<file path="config.mk">
export PLATFORM = sky130hd
export DESIGN_NAME = motor_drive_sequencer_flat
export DESIGN_NICKNAME = d
export VERILOG_FILES = /design/src/rtl/motor_drive_sequencer_if.sv /design/src/rtl/motor_drive_sequencer.sv /design/src/flat_wrapper.sv
export SDC_FILE = /design/constraint.sdc
export NUM_CORES = 1
export LEC_CHECK = 0
export ABC_AREA = 1
export CAP_MARGIN = 20
export CORE_MARGIN = 2
export CORE_UTILIZATION = 56
export CTS_CLUSTER_DIAMETER = 150
export DETAILED_ROUTE_END_ITERATION = 7
export GPL_TIMING_DRIVEN = 0
export PLACE_DENSITY_LB_ADDON = 0.15
export SLEW_MARGIN = 20
export SYNTH_ARGS = -nofsm -noshare
export SYNTH_HDL_FRONTEND = slang
export SYNTH_SLANG_ARGS = --single-unit
</file>
<file path="constraint.sdc">
create_clock -name clock -period 3.2 [get_ports clock]
set_input_delay 0.64 -clock clock [delete_from_list [all_inputs] [get_ports clock]]
set_output_delay 0.64 -clock clock [all_outputs]
set_load 0.1 [all_outputs]
</file>
<file path="src/rtl/motor_drive_sequencer_if.sv">
// motor_drive_sequencer_if: request/status bundle between board I/O and the motor drive sequencer
//   sw_a, sw_b    : speed switches, level = number of bits set (0..3)
//   dir_req       : requested direction, bit0 motor A, bit1 motor B
//   ia, ib        : overcurrent comparators, synchronous to the sequencer clock
//   clear_btn     : fault clear request
//   width_a/b     : PWM compare widths (PWM high while cnt < width)
//   cnt           : shared PWM period counter
//   dir_a/b       : applied H-bridge direction bits
//   fault         : latched overcurrent indicator
//   busy_a/b      : channel is reversing (ramping down or in dead time)
//   master drives requests (board side), slave is the sequencer
interface motor_drive_sequencer_if #(
    parameter int WIDTH = 21
);
    logic [2:0]       sw_a;
    logic [2:0]       sw_b;
    logic [1:0]       dir_req;
    logic             ia;
    logic             ib;
    logic             clear_btn;
    logic [WIDTH-1:0] width_a;
    logic [WIDTH-1:0] width_b;
    logic [WIDTH-1:0] cnt;
    logic             dir_a;
    logic             dir_b;
    logic             fault;
    logic             busy_a;
    logic             busy_b;

    modport master (
        output sw_a, sw_b, dir_req, ia, ib, clear_btn,
        input  width_a, width_b, cnt, dir_a, dir_b, fault, busy_a, busy_b
    );

    modport slave (
        input  sw_a, sw_b, dir_req, ia, ib, clear_btn,
        output width_a, width_b, cnt, dir_a, dir_b, fault, busy_a, busy_b
    );
endinterface

</file>
<file path="src/rtl/motor_drive_sequencer.sv">
// motor_drive_sequencer: ramped PWM widths, safe direction reversal and latched overcurrent shutdown for two motors
//   clock : system clock
//   reset : asynchronous, active-high reset
//   bus   : motor_drive_sequencer_if slave (switch/direction/overcurrent inputs,
//           widths, period counter, direction bits, fault and busy outputs)
module motor_drive_sequencer #(
    parameter int WIDTH        = 21,
    parameter int PERIOD_TOP   = 1666666,
    parameter int DUTY1        = 416666,
    parameter int DUTY2        = 833333,
    parameter int DUTY3        = 1250000,
    parameter int RAMP_STEP    = 104166,
    parameter int DEAD_PERIODS = 6,
    parameter int OC_FILTER    = 50000000
) (
    input  logic                    clock,
    input  logic                    reset,
    motor_drive_sequencer_if.slave  bus
);
    localparam int OCW = $clog2(OC_FILTER + 1);
    localparam int DW  = $clog2(DEAD_PERIODS + 1);

    typedef enum logic [1:0] {RUN, RAMP_DOWN, DEAD} state_t;

    logic [WIDTH-1:0] r_cnt;
    logic [OCW-1:0]   r_oc;
    logic             r_fault;
    logic             w_tick;
    logic             w_oc;
    logic             w_fault_set;
    logic             w_fault_clr;

    // One saturating step toward t; differences are compared so nothing can wrap or overshoot.
    function automatic logic [WIDTH-1:0] f_ramp(input logic [WIDTH-1:0] w, input logic [WIDTH-1:0] t);
        return w < t ? (t - w > WIDTH'(RAMP_STEP) ? w + WIDTH'(RAMP_STEP) : t)
                     : (w - t > WIDTH'(RAMP_STEP) ? w - WIDTH'(RAMP_STEP) : t);
    endfunction

    assign w_tick      = r_cnt == WIDTH'(PERIOD_TOP);
    assign w_oc        = bus.ia | bus.ib;
    // The filter count reaching OC_FILTER latches the fault on the following edge.
    assign w_fault_set = !r_fault && r_oc == OCW'(OC_FILTER);
    assign w_fault_clr = r_fault && bus.clear_btn && !w_oc;
    assign bus.cnt     = r_cnt;
    assign bus.fault   = r_fault;

    always_ff @(posedge clock or posedge reset) begin
        if (reset) begin
            r_cnt   <= '0;
            r_oc    <= '0;
            r_fault <= 1'b0;
        end else begin
            r_cnt   <= w_tick ? '0 : r_cnt + 1'b1;
            r_oc    <= (r_fault || w_fault_set || !w_oc) ? '0 : r_oc + 1'b1;
            r_fault <= w_fault_set | (r_fault & !w_fault_clr);
        end
    end

    for (genvar c = 0; c < 2; c++) begin : g_ch
        state_t           r_state;
        state_t           w_state;
        logic [WIDTH-1:0] r_width;
        logic [WIDTH-1:0] w_width;
        logic [WIDTH-1:0] w_target;
        logic [DW-1:0]    r_dead;
        logic [DW-1:0]    w_dead;
        logic [2:0]       w_sw;
        logic [1:0]       w_level;
        logic             r_dir;
        logic             w_dir;
        logic             w_req;

        assign w_sw     = (c == 0) ? bus.sw_a : bus.sw_b;
        assign w_req    = bus.dir_req[c];
        assign w_level  = 2'(w_sw[0]) + 2'(w_sw[1]) + 2'(w_sw[2]);
        assign w_target = w_level == 2'd3 ? WIDTH'(DUTY3) :
                          w_level == 2'd2 ? WIDTH'(DUTY2) :
                          w_level == 2'd1 ? WIDTH'(DUTY1) : '0;

        always_comb begin
            w_state = r_state;
            w_width = r_width;
            w_dead  = r_dead;
            w_dir   = r_dir;
            if (r_fault || w_fault_set) begin
                // Widths drop to zero on the same edge the fault latches; any reversal is aborted.
                w_state = RUN;
                w_width = '0;
                w_dead  = '0;
            end else begin
                case (r_state)
                    RUN: begin
                        w_width = w_tick ? f_ramp(r_width, w_target) : r_width;
                        w_state = w_req != r_dir ? RAMP_DOWN : RUN;
                    end
                    RAMP_DOWN: begin
                        w_width = w_tick ? f_ramp(r_width, '0) : r_width;
                        if (w_req == r_dir) begin
                            w_state = RUN;
                        end else if (r_width == '0) begin
                            w_state = DEAD;
                            w_dead  = '0;
                        end
                    end
                    default: begin
                        w_width = '0;
                        if (w_tick) begin
                            w_dead = r_dead + 1'b1;
                            // Last dead period: the bridge is idle, so the direction may flip now.
                            if (r_dead == DW'(DEAD_PERIODS - 1)) begin
                                w_dir   = w_req;
                                w_state = RUN;
                                w_dead  = '0;
                            end
                        end
                    end
                endcase
            end
        end

        always_ff @(posedge clock or posedge reset) begin
            if (reset) begin
                r_state <= RUN;
                r_width <= '0;
                r_dead  <= '0;
                r_dir   <= 1'b0;
            end else begin
                r_state <= w_state;
                r_width <= w_width;
                r_dead  <= w_dead;
                r_dir   <= w_dir;
            end
        end

        if (c == 0) begin : g_a
            assign bus.width_a = r_width;
            assign bus.dir_a   = r_dir;
            assign bus.busy_a  = r_state != RUN;
        end else begin : g_b
            assign bus.width_b = r_width;
            assign bus.dir_b   = r_dir;
            assign bus.busy_b  = r_state != RUN;
        end
    end
endmodule

</file>
<file path="src/flat_wrapper.sv">
// flat-port wrapper written by rule: the top's interface ports become plain ports
module motor_drive_sequencer_flat 
#(
    parameter int WIDTH        = 21,
    parameter int PERIOD_TOP   = 1666666,
    parameter int DUTY1        = 416666,
    parameter int DUTY2        = 833333,
    parameter int DUTY3        = 1250000,
    parameter int RAMP_STEP    = 104166,
    parameter int DEAD_PERIODS = 6,
    parameter int OC_FILTER    = 50000000
)
  (clock, reset, bus_sw_a, bus_sw_b, bus_dir_req, bus_ia, bus_ib, bus_clear_btn, bus_width_a, bus_width_b, bus_cnt, bus_dir_a, bus_dir_b, bus_fault, bus_busy_a, bus_busy_b);
  motor_drive_sequencer_if #(.WIDTH(WIDTH)) bus_i ();
  input  logic clock;
  input  logic reset;
  input wire logic [$bits(bus_i.sw_a)-1:0] bus_sw_a;
  input wire logic [$bits(bus_i.sw_b)-1:0] bus_sw_b;
  input wire logic [$bits(bus_i.dir_req)-1:0] bus_dir_req;
  input wire logic [$bits(bus_i.ia)-1:0] bus_ia;
  input wire logic [$bits(bus_i.ib)-1:0] bus_ib;
  input wire logic [$bits(bus_i.clear_btn)-1:0] bus_clear_btn;
  output wire logic [$bits(bus_i.width_a)-1:0] bus_width_a;
  output wire logic [$bits(bus_i.width_b)-1:0] bus_width_b;
  output wire logic [$bits(bus_i.cnt)-1:0] bus_cnt;
  output wire logic [$bits(bus_i.dir_a)-1:0] bus_dir_a;
  output wire logic [$bits(bus_i.dir_b)-1:0] bus_dir_b;
  output wire logic [$bits(bus_i.fault)-1:0] bus_fault;
  output wire logic [$bits(bus_i.busy_a)-1:0] bus_busy_a;
  output wire logic [$bits(bus_i.busy_b)-1:0] bus_busy_b;
  assign bus_i.sw_a = bus_sw_a;
  assign bus_i.sw_b = bus_sw_b;
  assign bus_i.dir_req = bus_dir_req;
  assign bus_i.ia = bus_ia;
  assign bus_i.ib = bus_ib;
  assign bus_i.clear_btn = bus_clear_btn;
  assign bus_width_a = bus_i.width_a;
  assign bus_width_b = bus_i.width_b;
  assign bus_cnt = bus_i.cnt;
  assign bus_dir_a = bus_i.dir_a;
  assign bus_dir_b = bus_i.dir_b;
  assign bus_fault = bus_i.fault;
  assign bus_busy_a = bus_i.busy_a;
  assign bus_busy_b = bus_i.busy_b;
  motor_drive_sequencer #(.WIDTH(WIDTH), .PERIOD_TOP(PERIOD_TOP), .DUTY1(DUTY1), .DUTY2(DUTY2), .DUTY3(DUTY3), .RAMP_STEP(RAMP_STEP), .DEAD_PERIODS(DEAD_PERIODS), .OC_FILTER(OC_FILTER)) u_core (.clock(clock), .reset(reset), .bus(bus_i));
endmodule
</file>
# ---- After elaboration in Yosys (flattened, before gate mapping)
# Index checks and enable logic that the tools add are counted.
dict set report word_totals {
  reg_bits 102
  inputBits 13
  out_inout_bits 68
  elab_cells 159
}
dict set report op_classes {
  addsub 18
  order_cmp 12
  n_eq_ne 28
  muxes 54
  bitwise_logic 6
  reduce_logical 30
}
# operator count
set op_table {}
lappend op_table {{two-way mux 21 bit} 23}
lappend op_table {{> comparator 21 x 17 -> 1 bit (second input constant)} 8}
lappend op_table {{one-hot mux 21 bit (2 select lines)} 2}
lappend op_table {{subtractor 21 bit} 4}
lappend op_table {{adder 21 x 17 -> 21 bit (second input constant)} 2}
lappend op_table {{zero test 21 bit} 2}
lappend op_table {{less-than comparator 21 x 1 -> 1 bit (second input constant)} 2}
lappend op_table {{less-than comparator 21 bit} 2}
lappend op_table {{subtractor 1 x 21 -> 21 bit (first input constant)} 2}
lappend op_table {{subtractor 21 x 17 -> 21 bit (second input constant)} 2}
lappend op_table {{two-way mux 19 bit} 2}
lappend op_table {{two-way mux 3 bit} 10}
lappend op_table {{adder 26 x 1 -> 26 bit (second input constant)} 1}
lappend op_table {{equality test 26 bit (second input constant)} 1}
lappend op_table {{two-way mux 26 bit} 1}
lappend op_table {{adder 21 x 1 -> 21 bit (second input constant)} 1}
lappend op_table {{equality test 21 bit (second input constant)} 1}
lappend op_table {{two-way mux 2 bit} 10}
lappend op_table {{inequality test 3 x 1 -> 1 bit (second input constant)} 6}
lappend op_table {{AND reduction 4 bit} 4}
lappend op_table {{nonzero test 4 bit} 4}
lappend op_table {{one-hot mux 3 bit (2 select lines)} 2}
lappend op_table {{equality test 2 x 1 -> 1 bit (second input constant)} 4}
lappend op_table {{equality test 2 bit (second input constant)} 4}
lappend op_table {{other kinds (23)} 48}

# ---- Longest topological paths before layout
dict set report logic_depth {
  ltp_word 13
  depth_mapped 32
  ltp_nobuf 31
}

# ---- Least setup slack after synthesis
# No wires, ideal clock.
dict set report synth_timing {
  path_type {input -> register}
  from {input bus_sw_b[0]}
  to {register u_core.g_ch[1].r_width[2] (netlist: u_core.bus.width_b[2])}
  setup_time_ps 120
  arrival_time_ps 4125
  required_time_ps 3080
  setup_slack_ps -1045
  path_stages 26
  path_buffers 1
  path_cell_list {inv_1 fa_1 ha_1 inv_1 ha_1 fa_1 inv_1 nand3_1 nand2_1 nand2_1 nand2_1 nand2_1 nand2_1 nand3_1 nand2_1 xor2_1 nand3_1 nor2_4 nand2_4 buf_6 nand2_1 nand3_1 nand3_1 nand2_1 nand2_1 nand2_1}
}
dict set report synth_between {
  elab_chain_len 13
  elab_cells_between_ends 19
  classes_between {add/sub (4); order compare (3); eq/ne (3); mux (9)}
}
# item line_no
set synth_rtl {}
lappend synth_rtl {{start, declared} flat_wrapper.sv:18} ;# input wire logic [$bits(bus_i.sw_b)-1:0] bus_sw_b;
lappend synth_rtl {{adder 1 x 1 -> 2 bit (*)} motor_drive_sequencer.sv:75} ;# assign w_level = 2'(w_sw[0]) + 2'(w_sw[1]) + 2'(w_sw[2]);
lappend synth_rtl {{adder 2 x 1 -> 2 bit (*)} motor_drive_sequencer.sv:75}
lappend synth_rtl {{equality test 2 x 1 -> 1 bit} motor_drive_sequencer.sv:78} ;# w_level == 2'd1 ? WIDTH'(DUTY1) : '0;
lappend synth_rtl {{two-way mux 19 bit} motor_drive_sequencer.sv:78}
lappend synth_rtl {{two-way mux 21 bit} motor_drive_sequencer.sv:77} ;# w_level == 2'd2 ? WIDTH'(DUTY2) :
lappend synth_rtl {{two-way mux 21 bit (*)} motor_drive_sequencer.sv:76} ;# assign w_target = w_level == 2'd3 ? WIDTH'(DUTY3) :
lappend synth_rtl {{subtractor 21 bit (on tied branches)} {motor_drive_sequencer.sv:36, motor_drive_sequencer.sv:35}}
lappend synth_rtl {{> comparator 21 x 17 -> 1 bit (on tied branches)} {motor_drive_sequencer.sv:36, motor_drive_sequencer.sv:35}}
lappend synth_rtl {{two-way mux 21 bit (on tied branches)} {motor_drive_sequencer.sv:36, motor_drive_sequencer.sv:35}}
lappend synth_rtl {{two-way mux 21 bit (*)} motor_drive_sequencer.sv:35} ;# return w < t ? (t - w > WIDTH'(RAMP_STEP) ? w + WIDTH'(RAMP_STEP) : t)
lappend synth_rtl {{two-way mux 21 bit (*)} motor_drive_sequencer.sv:93} ;# w_width = w_tick ? f_ramp(r_width, w_target) : r_width;
lappend synth_rtl {{one-hot mux 21 bit (2 select lines) (*)} motor_drive_sequencer.sv:91} ;# case (r_state)
lappend synth_rtl {{two-way mux 21 bit (*)} motor_drive_sequencer.sv:85} ;# if (r_fault || w_fault_set) begin
lappend synth_rtl {{end signal, assigned} motor_drive_sequencer.sv:129} ;# r_width <= w_width;
lappend synth_rtl {{end, declared} motor_drive_sequencer.sv:62} ;# logic [WIDTH-1:0] r_width;
# Every way passes the cells marked *; elsewhere a longest branch is shown, timed or not. The select of a mux whose other input is x is not followed.
# A chain may end at the register's enable or synchronous reset.

# ---- Final worst setup path
dict set report layout_timing {
  from {input bus_sw_a[0]}
  to {register u_core.g_ch[0].r_width[16] (netlist: u_core.bus.width_a[16])}
}
dict set report layout_between {
  elab_chain_len 13
  elab_cells_between_ends 19
  classes_between {add/sub (4); order compare (3); eq/ne (3); mux (9)}
}
# item line_no
set layout_rtl {}
lappend layout_rtl {{start, declared} flat_wrapper.sv:17} ;# input wire logic [$bits(bus_i.sw_a)-1:0] bus_sw_a;
lappend layout_rtl {{adder 1 x 1 -> 2 bit (*)} motor_drive_sequencer.sv:75}
lappend layout_rtl {{adder 2 x 1 -> 2 bit (*)} motor_drive_sequencer.sv:75}
lappend layout_rtl {{equality test 2 x 1 -> 1 bit} motor_drive_sequencer.sv:78}
lappend layout_rtl {{two-way mux 19 bit} motor_drive_sequencer.sv:78}
lappend layout_rtl {{two-way mux 21 bit} motor_drive_sequencer.sv:77}
lappend layout_rtl {{two-way mux 21 bit (*)} motor_drive_sequencer.sv:76}
lappend layout_rtl {{subtractor 21 bit (on tied branches)} {motor_drive_sequencer.sv:36, motor_drive_sequencer.sv:35}}
lappend layout_rtl {{> comparator 21 x 17 -> 1 bit (on tied branches)} {motor_drive_sequencer.sv:36, motor_drive_sequencer.sv:35}}
lappend layout_rtl {{two-way mux 21 bit (on tied branches)} {motor_drive_sequencer.sv:36, motor_drive_sequencer.sv:35}}
lappend layout_rtl {{two-way mux 21 bit (*)} motor_drive_sequencer.sv:35}
lappend layout_rtl {{two-way mux 21 bit (*)} motor_drive_sequencer.sv:93}
lappend layout_rtl {{one-hot mux 21 bit (2 select lines) (*)} motor_drive_sequencer.sv:91}
lappend layout_rtl {{two-way mux 21 bit (*)} motor_drive_sequencer.sv:85}
lappend layout_rtl {{end signal, assigned} motor_drive_sequencer.sv:129}
lappend layout_rtl {{end, declared} motor_drive_sequencer.sv:62}
# Marked as above.

==> impl_results.md <==
* Status: finished with violations
* Violated checks: setup timing
* Post-route setup slack at -0.836 ns
* Syn_area_per_cell at 5.89 µm²
* Ys flop type: dfrtp_1
* PortBufs at 80
* Critical path's slowest cell: fa_2
* RSZ-0062 raised after global routing: true
* Critical path peak fanout at 5
* Leading cell types by count after synthesis: 834 x nand2_1, 305 x inv_1, 198 x nor2_1, 196 x nand3_1, 117 x a21oi_1
* CTS tree: done
* # rows at 57
* Worst Clk Skew at 0.0169 ns
* Placed Area at 15100 µm²
* Endpoint type of the worst setup path: flip-flop
* Top cell type's share of synthesized area at 22.8%
* Fmax achieved at 248 MHz
* Critical Path RT at 3.44 ns
* Seq/Total Area, Yosys at 18.6%
* Worst skew pair latency at 0.36 ns
* EDFF count, synth at 0
* Mapped Area at 13700 µm²
* Min Clock Period, post-route at 4.04 ns
* Worst VDD drop at 0.000525 V
* Max H-tree Level at 3
* Cell variety after synth at 58
* Die area at 25700 µm²
* ANT cells at 0
* Leading area contributor after synthesis: nand2_1
* Die height at 160 µm
* Hold Crit Class: reg -> reg
* WL/cell at 17.9 µm
* Vias per inst at 5.82
* Root Driver: clkbuf_16
* Dpl hpwl at 36.1 mm
* Worst slew margin at 31.7%
* Most frequent CP cell: nand2_2
* Number of max-cap violations at 0
* Clk slew on worst S/H paths at 0.08 ns
* Slew @ Worst Pin at 1.02 ns
* Core Area at 24200 µm²
* Largest delay contributor family on the critical path: adder cells
* Final Slew Violations at 0
* Drt initial violations at 1863
* Pre-antenna DRT Iters at 8
* CP Data Arrival Time at 4.28 ns
* Post-route ant nets at 0
* Post-Syn Nets at 2444
* Syn. warnings at 0
* Largest net degree at the start of global routing at 35
* Fin nets at 2644
* Ys async rst share at 100%
* Layout filler cell count at 1873
* Gr ovfl total at 0
* Crit path largest cell delay at 0.62 ns
* Clock Sinks at 102
* Final Hold Fails at 0
* Gr usage total at 37.0%
* Most numerous cell in the Yosys netlist: nand2_1
* Leakage power at 9.13 nW
* Worst setup SP type: input pin
* Initial antenna violation count at 0
* Die width at 160 µm
* Final Instance Area at 17900 µm²
* Pwr Total at 17.1 mW
* Vias in the first global route at 15300
* Final Wtd Congestion at 0.972
* Final period utilization at 126%
* First-pass GRT wire length at 77.4 mm
* Starting Density at 56.7%
* Final Setup Violations at 42
* Smallest hold slack at 0.480 ns
* Drt drc at 0
* Total wire length at 51.1 mm
* Num CTS Buffers at 9
* Synthesis-stage register bit count at 102
* Deepest clock path buffer count at 2
* Post-Syn Instances at 2329
* Share of layout cells above drive strength 1 at 22.5%
* Buf/Inv on CP at 7
* I/O Pins at 81
* Vias post-DR at 16600
* Area Overhead vs Synth at 30.8%
* Synth top area cells: nand2_1 23%, dfrtp_1 19%, ha_1 8.8%, inv_1 8.4%, nand3_1 7.2%
* Critical path class: in -> reg
* Pwr dens at 951 nW/µm²
power by group:
| group | internal [mW] | leakage [nW] | switching, mW |
|---|---|---|---|
| clock | 0.553 | 0.143 | 0.592 |
| sequential | 1.51 | 1.36 | 0.353 |
| combinational | 4.79 | 7.63 | 9.26 |
state kept, by name, summed over array words and instances, names as in the netlist:
name / count
u_core.bus.width_b: 21
u_core.bus.cnt: 21
u_core.bus.dir_a: 1
u_core.r_oc: 26
u_core.bus.dir_b: 1
u_core.g_ch.r_dead: 6
u_core.bus.fault: 1
u_core.bus.width_a: 21
u_core.g_ch.r_state: 4
kinds of logic (layout without fill, tap and decap cells):
kind of cell | count (synthesis) | in the layout | share of synthesized area (%)
buf+inv | 390 | 594 | 11.6
flops | 102 | 102 | 18.6
xor+xnor | 94 | 94 | 6.12
mux | 2 | 2 | 0.164
simple gates | 1390 | 1391 | 43.7
fa+ha+maj | 102 | 102 | 9.64
compound gates | 249 | 249 | 10.2
cell usage in the layout (no fill, tap or decap), types with 16 or more instances in the layout:
master and count:
nand2_4 24, nand4_1 46, nand2_1 710, nand3_1 135, a21oi_1 94, nor3_1 24, a21oi_2 18, nand3_4 18
nand2_2 127, ha_1 65, nor2_1 180, o21ai_0 62, ha_4 23, nand3_2 52, inv_2 36, dfrtp_1 102
clkbuf_1 23, buf_4 75, nor4_1 16, nor2_4 16, xor2_1 88, buf_6 38, clkdlybuf4s50_1 73, inv_1 277
nor2_2 23
final cells by class:
class	instances	area, µm²	area share (%)
multi-input cells	1838	11100	62.0
flip-flops and latches	102	2550	14.2
repair buffers	189	1890	10.5
inverters	331	1290	7.19
well taps	324	405	2.26
plain buffers	58	389	2.17
clock buffers	10	229	1.28
clock inverters	6	62.6	0.349
routing by layer:
layer  up-vias  wire length [µm]  share of wire (%)  track usage [%]
li1       7772                 -                  -                -
met3       201              5460                 11             4.52
met4         0              1940                3.8             11.7
met2      1066             23100                 45             60.3
met1      7601             20600                 40             51.2
met5         -                 0                  0                0
metrics by stage:
step | TNS, ns | util, % | std cells | setup WS, ns
final | -31.88 | 74.2 | 2858 | -0.836
after global routing | -37.00 | 74.2 | 2858 | -0.955
after CTS | -23.90 | 70.7 | 2827 | -0.643
after detailed placement | -80.03 | 62.6 | 2736 | -2.06
after global placement | -78.61 | 62.3 | 2733 | -2.10
after floorplan | -24.55 | - | 2329 | -0.653
final timing paths:
kind	startpoint	end	slack (ns)	cells past startpoint
hold reg to reg	u_core.r_oc[22]	u_core.r_oc[22]	0.48	1
hold / removal	u_core.r_oc[22]	u_core.r_oc[22]	0.48	1
min in group asynchronous	reset	u_core.bus.cnt[0]	0.68	2
setup reg to reg	u_core.bus.width_b[11]	u_core.bus.width_b[11]	-0.60	24
max in group asynchronous	reset	u_core.r_oc[6]	1.95	3
setup / recovery	bus_sw_a[0]	u_core.bus.width_a[16]	-0.84	29
worst register-to-register path, cell delays in order (launching register included):
cell and delay, ns:
dfrtp_1 0.41, clkbuf_1 0.39, inv_1 0.23, ha_1 0.36
buf_2 0.20, nand2_1 0.16, nor2_2 0.22, o21ai_0 0.13
nand2_1 0.08, nand2_1 0.10, nand3_1 0.09, nand2_1 0.05
nand2_1 0.08, nand3_2 0.09, nor2_4 0.26, nand2_4 0.11
buf_6 0.14, buf_4 0.13, nand2_2 0.06, nand2_1 0.06
nand2_1 0.06, nand3_1 0.08, nand2_1 0.13, nand2_1 0.07
nand2_1 0.07
what timing repair did:
action                                  in CTS  in global routing
cloned                                       5                  0
endpoints found under the setup margin      42                 42
hold buffers                                 0                  0
buffers inserted                            71                 37
gates resized for setup                    270                176
pin swaps                                   97                112
Power figures use the tool's default switching activity.
